`src/rtl/rr_sel_arbiter.sv`:
```
// Round-robin owner sequencer for one 8-way select resource.
// Grants one requester at a time, holds until release or hold limit, then optional dead gap.
module rr_sel_arbiter #(
    parameter int unsigned MAX_HOLD   = 16,
    parameter int unsigned GAP_CYCLES = 1
) (
    input  logic       clk,
    input  logic       rst_n,
    input  logic [7:0] req,
    input  logic       done,
    output logic [2:0] sel,
    output logic [7:0] gnt,
    output logic       gnt_valid,
    output logic       timeout
);

    localparam int unsigned N  = 8;
    localparam int unsigned SW = 3;
    localparam int unsigned HW = (MAX_HOLD > 1) ? $clog2(MAX_HOLD) : 1;
    localparam int unsigned GW = (GAP_CYCLES > 1) ? $clog2(GAP_CYCLES) : 1;
    localparam logic [HW-1:0] HOLD_LAST = HW'((MAX_HOLD == 0) ? 0 : MAX_HOLD - 1);
    localparam logic [GW-1:0] GAP_LAST  = GW'((GAP_CYCLES == 0) ? 0 : GAP_CYCLES - 1);

    typedef enum logic [1:0] {
        IDLE = 2'd0,
        BUSY = 2'd1,
        GAP  = 2'd2
    } state_t;

    state_t          state, state_d;
    logic [SW-1:0]   sel_d;
    logic [SW-1:0]   last, last_d;
    logic [HW-1:0]   hold_cnt, hold_d;
    logic [GW-1:0]   gap_cnt, gap_d;
    logic [N-1:0]    gnt_d;
    logic            gnt_valid_d;
    logic            timeout_d;
    logic [SW-1:0]   pick_c;

    // First requester after the previous winner, wrapping 7 -> 0.
    function automatic logic [SW-1:0] rr_pick(input logic [N-1:0] r, input logic [SW-1:0] l);
        logic [SW-1:0] c;
        logic [SW-1:0] w;
        logic          hit;
        w   = l;
        hit = 1'b0;
        for (int i = 1; i <= int'(N); i++) begin
            c = l + SW'(i);
            if (!hit && r[c]) begin
                w   = c;
                hit = 1'b1;
            end
        end
        return w;
    endfunction

    always_comb pick_c = rr_pick(req, last);

    // Next-state and next-output logic.
    always_comb begin
        state_d     = state;
        sel_d       = sel;
        last_d      = last;
        hold_d      = hold_cnt;
        gap_d       = gap_cnt;
        gnt_d       = gnt;
        gnt_valid_d = gnt_valid;
        timeout_d   = 1'b0;
        case (state)
            IDLE: begin
                if (|req) begin
                    sel_d       = pick_c;
                    last_d      = pick_c;
                    hold_d      = '0;
                    gnt_d       = N'(1) << pick_c;
                    gnt_valid_d = 1'b1;
                    state_d     = BUSY;
                end
            end
            BUSY: begin
                if (done || !req[sel]) begin
                    gnt_d       = '0;
                    gnt_valid_d = 1'b0;
                    gap_d       = '0;
                    state_d     = (GAP_CYCLES != 0) ? GAP : IDLE;
                end else if ((MAX_HOLD != 0) && (hold_cnt == HOLD_LAST)) begin
                    gnt_d       = '0;
                    gnt_valid_d = 1'b0;
                    gap_d       = '0;
                    timeout_d   = 1'b1;
                    state_d     = (GAP_CYCLES != 0) ? GAP : IDLE;
                end else if (hold_cnt != '1) begin
                    hold_d = hold_cnt + HW'(1);
                end
            end
            GAP: begin
                if (gap_cnt == GAP_LAST) begin
                    state_d = IDLE;
                end else begin
                    gap_d = gap_cnt + GW'(1);
                end
            end
            default: begin
                gnt_d       = '0;
                gnt_valid_d = 1'b0;
                state_d     = IDLE;
            end
        endcase
    end

    // State and output registers; last starts at 7 so requester 0 wins first.
    always_ff @(posedge clk or negedge rst_n) begin
        if (!rst_n) begin
            state     <= IDLE;
            sel       <= '0;
            last      <= SW'(N - 1);
            hold_cnt  <= '0;
            gap_cnt   <= '0;
            gnt       <= '0;
            gnt_valid <= 1'b0;
            timeout   <= 1'b0;
        end else begin
            state     <= state_d;
            sel       <= sel_d;
            last      <= last_d;
            hold_cnt  <= hold_d;
            gap_cnt   <= gap_d;
            gnt       <= gnt_d;
            gnt_valid <= gnt_valid_d;
            timeout   <= timeout_d;
        end
    end

endmodule

```
`config.mk`:
```
export PLATFORM = sky130hd
export DESIGN_NAME = rr_sel_arbiter
export DESIGN_NICKNAME = d
export VERILOG_FILES = /design/src/rtl/rr_sel_arbiter.sv
export SDC_FILE = /design/constraint.sdc
export NUM_CORES = 1
export LEC_CHECK = 0
export BUFFER_PORTS_ARGS = -buffer_cell sky130_fd_sc_hd__buf_4
export CAP_MARGIN = 10
export CORE_ASPECT_RATIO = 1.4
export CORE_MARGIN = 2
export CORE_UTILIZATION = 50
export CTS_BUF_LIST = sky130_fd_sc_hd__clkbuf_8
export CTS_CLUSTER_DIAMETER = 30
export DETAILED_ROUTE_END_ITERATION = 10
export PLACE_DENSITY = 0.7
export RECOVER_POWER = 100
export SYNTH_ARGS = -nofsm -noshare
export SYNTH_HDL_FRONTEND = slang
export SYNTH_SLANG_ARGS = --single-unit
```
`constraint.sdc`:
```
create_clock -name clk -period 9.23 [get_ports clk]
set_input_delay 1.3845 -clock clk [delete_from_list [all_inputs] [get_ports clk]]
set_output_delay 1.3845 -clock clk [all_outputs]
set_load 0.005 [all_outputs]
```
# ---- Word level (Yosys, flattened, before mapping)
# Index checks and enable logic that the tools add are counted.
dict set report classes {
  n_addsub 9
  magnitude_cmp 9
  eq_ne 10
  n_shift 1
  muxes 56
  n_bitwise 1
  n_reduce_logical 25
}
# op n
set ops {}
lappend ops {{$lt A3 B4 Y1 const B} 9}
lappend ops {{$bmux W1 S3} 9}
lappend ops {{$mux W3} 8}
lappend ops {{$mux W8} 3}
lappend ops {{$pmux W8 S3} 1}
lappend ops {{$mux W1} 23}
lappend ops {{$mux W4} 4}
lappend ops {{$add A3 B3 Y3 const B} 4}
lappend ops {{$ne A2 B2 Y1 const B} 5}
lappend ops {{$logic_not A1 Y1} 8}
lappend ops {{$mux W2} 4}
lappend ops {{$pmux W4 S2} 1}
lappend ops {{$reduce_or A8 Y1} 1}
lappend ops {{$shl A1 B3 Y8 const A} 1}
lappend ops {{$logic_and A1 B1 Y1} 7}
lappend ops {{$add A3 B2 Y3 const B} 2}
lappend ops {{$pmux W2 S3} 1}
lappend ops {{$reduce_and A3 Y1} 2}
lappend ops {{$reduce_and A5 Y1} 1}
lappend ops {{$add A4 B1 Y4 const B} 1}
lappend ops {{$eq A4 B4 Y1 const B} 1}
lappend ops {{$ne A4 B4 Y1 const B} 1}
lappend ops {{$reduce_and A2 Y1} 2}
lappend ops {{$reduce_bool A2 Y1} 2}
lappend ops {{other kinds (10)} 10}
dict set report word_totals {
  regBits 23
  out_inout_bits 13
}

# ---- Longest topological paths before layout
dict set report logic_depth {
  word_depth 28
  mapped_depth 13
  ltp_nobuf 9
}

# ---- Least setup slack after synthesis
# OpenSTA, ideal clock, no wires.
dict set report synth_path {
  path_type {reg2reg}
  from {register last[1]}
  to {register gnt[5]}
  arrival_ns 3.443
  required_time_ns 9.126
  slack_ns 5.683
  stages_incl_launch_ff 13
  cell_sequence {dfstp_2 -> buf_2 -> buf_2 -> inv_1 -> ha_1 -> buf_6 -> mux2_4 -> mux4_2 -> a2111oi_4 -> o41a_1 -> nor3_2 -> o211a_4 -> o41ai_2}
}
dict set report synth_via {
  elab_chain_cells 28
  elab_cells_between_ends 55
  cone_classes {add/sub: 7; shift: 1; mux: 33; reduce/logical: 14}
}
# item line_no
set synth_lines {}
lappend synth_lines {{from (decl)} 32} ;# logic [SW-1:0] last, last_d;
lappend synth_lines {{from (signal assigned)} 116} ;# last <= SW'(N - 1);
lappend synth_lines {{from (signal assigned)} 125} ;# last <= last_d;
lappend synth_lines {{$add A3 B1 Y3} 48} ;# c = l + SW'(i);
lappend synth_lines {{$bmux W1 S3} 49} ;# if (!hit && r[c]) begin
lappend synth_lines {{$mux W1 (not written as such)} 49}
lappend synth_lines {{$mux W1} 49}
lappend synth_lines {{$logic_not A1 Y1} 49}
lappend synth_lines {{$logic_and A1 B1 Y1} 49}
lappend synth_lines {{$mux W1} 49}
lappend synth_lines {{$logic_not A1 Y1} 49}
lappend synth_lines {{[12 not listed]} n/a}
lappend synth_lines {{$logic_and A1 B1 Y1} 49}
lappend synth_lines {{$mux W1} 49}
lappend synth_lines {{$logic_not A1 Y1} 49}
lappend synth_lines {{$logic_and A1 B1 Y1} 49}
lappend synth_lines {{$mux W3 (*)} 49}
lappend synth_lines {{$shl A1 B3 Y8 (*)} 75} ;# gnt_d = N'(1) << pick_c;
lappend synth_lines {{$mux W8 (*)} 71} ;# if (|req) begin
lappend synth_lines {{$pmux W8 S3 (*)} 69} ;# case (state)
lappend synth_lines {{to (signal assigned)} 128} ;# gnt <= gnt_d;
lappend synth_lines {{to (decl)} 12} ;# output logic [7:0] gnt,
# Mark *: on every way between the ends. The rest lies on a longest branch, timed or not. The select of a mux whose other input is x is not followed.
# A chain may end at the register's enable or synchronous reset.

# ---- Worst setup path in the final report
# Ends and elaborated chain as after synthesis.

==> impl_metrics.toml <==
[floorplan]
core_area_um2 = 4270
die_h_um = 83.1
rows = 28
die_x_um = 60.5
die_area_um2 = 5030
ioPinCount = 24
initial_utilization = 0.523

[synthesis]
async_flop_share = 1.00
synth_cell_types = 58
synth_top_family_by_area = "multiplexers"
synthMuxAreaShare = 0.301
synth_compound_area_frac = 0.210
syn-cell-area_um2 = 2230
synthCells = 223
synth_edf_count = 0
yosysWarnings = 0
synth-seq-cells = 22
synth_simple_gate_area_share = 0.143
seq_area_frac_synth = 0.248
synth_fp_nets = 237
synthXorXnorAreaFrac = 0.0314
yosys.area_share.adder = 0.0168
synthFlopType = "dfrtp_1"
avgSynthCellArea_um2 = 10.0

[routing]
vias = 1875
drt-initial-drc-count = 91
antenna_left = 0
drt-total-wl_um = 5470
vias_per_cell = 6.47
wl_per_cell_um = 18.9
drc = 0
first_pass_iters = 4

[clock_network]
numCtsBuffers = 3
cts_resized = 0
root_buffer = "clkbuf_8"
cts_hold_buf = 0
h-tree-depth = 1
cts_buffer_depth = 2
clk_latency_ns = 0.27
cts_tree = "yes"
clock_sinks = 22
postCtsSetupBuffers = 0
clk_pin_slew_ns = 0.08

[sta]
max_freq_ghz = 0.202
slew_headroom = 0.216
slew_viol_final = 0
hold_viol = 0
holdWs_ns = 0.483
rsz0062_at_grt = "false"
tns_ns = 0
min_period_over_period = 0.536
skew_ns = 0.00594
setup_violations = 0
worstMarginPinSlew_ns = 1.18
min_period_ns = 4.95

[outcome]
outcome = "finished, final reports clean"

[grt]
grt_usage = 0.246
grt_pass1_vias = 1853
antenna_found_initial = 0
grt_pass1_wl_um = 9340
overflow = 0
grt_max_degree = 25

[layout]
fin_cells = 290
fill_cells = 393
layout.nets = 245
final_common_cell = "nor2_1"
antennaDiodeCount = 0
areaGrowthSynthToFinish_pct = 7.68
final_cell_mix = "24 x nor2_1, 20 x nand2_1, 19 x mux4_2, 19 x dfrtp_1, 18 x mux2i_1"
drive_above_1_share = 0.235

[critical_path]
start_kind = "register"
critPathMaxFanout = 24
critPathCaptureType = "register"
cp.arrival_ns = 5.09
critPathKind = "register to register"
crit_required_ns = 9.37

[pwr]
ir_worst_vdd_mv = 0.233
powerDensity_nw_per_um2 = 454
p_leak_nw = 1.01

[placement]
hpwlAfterDp_um = 4030
port_buffers = 23
gp_congestion = 0.931
placed_cells = 286

[min_path]
hp-class = "register to register"

[run]
drv_cap = 0
==> cell families after synthesis <==
group,count (synthesis)
buffers and inverters,24
DFF,22
and+or+nand+nor,68
xor gates and xnor gates,8
adders and majority gates,3
AOI/OAI and AO/OA,56
muxes,42
==> where the power goes <==
part	internal [mW]	switching, mW
logic	0.364	0.436
clock network	0.0580	0.0313
registers	0.134	0.0673
==> registers in the layout (all words and copies together) (netlist names) <==
signal / flops
state: 2
last: 3
gnt_valid: 1
sel: 3
hold_cnt: 4
timeout: 1
gnt: 8
==> synth_stat cells (3+ instances only) <==
master	n	area, um^2
nor2_1	24	90.1
nand2_1	20	75.1
dfrtp_1	19	475
mux4_2	19	428
mux2i_1	18	180
a21oi_1	10	50.1
clkbuf_1	10	37.5
buf_2	5	25.0
nor2b_1	5	31.3
xor2_1	5	43.8
nand3_1	4	20.0
o21ai_0	4	20.0
o31ai_1	4	30.0
a31oi_1	3	18.8
and3_1	3	18.8
dfstp_2	3	78.8
ha_1	3	37.5
inv_1	3	11.3
mux2_2	3	33.8
o211ai_1	3	22.5
o21bai_1	3	22.5
xnor2_1	3	26.3
==> metrics by stage <==
step | instance area (um^2) | setup slack (ns) | total power, mW | util
2_1_floorplan | 2230 | 5.68 | 0.876 | -
3_3_place_gp | 2380 | 5.06 | 1.03 | 0.558
3_5_place_dp | 2380 | 4.99 | 1.03 | 0.558
4_1_cts | 2460 | 4.96 | 1.13 | 0.575
5_1_grt | 2400 | 3.99 | 1.18 | 0.563
6_report | 2400 | 4.28 | 1.09 | 0.563
==> routing by layer <==
layer / wire [um] / vias to the layer above / share of wire / global-route usage
met2: 2810 / 43 / 0.51 / 0.387
li1: - / 872 / - / -
met4: 253 / 0 / 0.046 / 0.140
met3: 136 / 18 / 0.025 / 0.0171
met1: 2270 / 942 / 0.41 / 0.327
met5: 0 / - / 0 / 0
==> area by class of cell <==
class,instances,area [um^2],share of cell area
multi-input combinational,177,1520,0.634
sequential,22,554,0.230
timing repair buffer,23,165,0.0687
tap,60,75.1,0.0312
clock buffer,3,41.3,0.0172
clock inverter,1,30.0,0.0125
inverter,4,15.0,0.00624
==> worst paths after layout <==
path / startpoint / endpoint / slack [ns] / depth (start not counted)
worst min register to register: gnt[2] / gnt[2] / 0.48 / 2
worst max register to register: last[1] / gnt[5] / 4.28 / 9
max in group asynchronous: rst_n / hold_cnt[1] / 7.20 / 1
worst min-delay path: gnt[2] / gnt[2] / 0.48 / 2
min in group asynchronous: rst_n / gnt[3] / 1.33 / 1
worst max-delay path: last[1] / gnt[5] / 4.28 / 9
==> critical path, cell delays in order, from the launching register on <==
cell and delay [ns]:
dfstp_1 1.14, inv_1 0.16, ha_1 0.92, mux2_1 0.41, mux4_2 0.51, a2111oi_0 0.66
or3_1 0.24, o2111ai_1 0.15, o211a_4 0.21, o41ai_1 0.43
(Power assumes the default switching activity.)
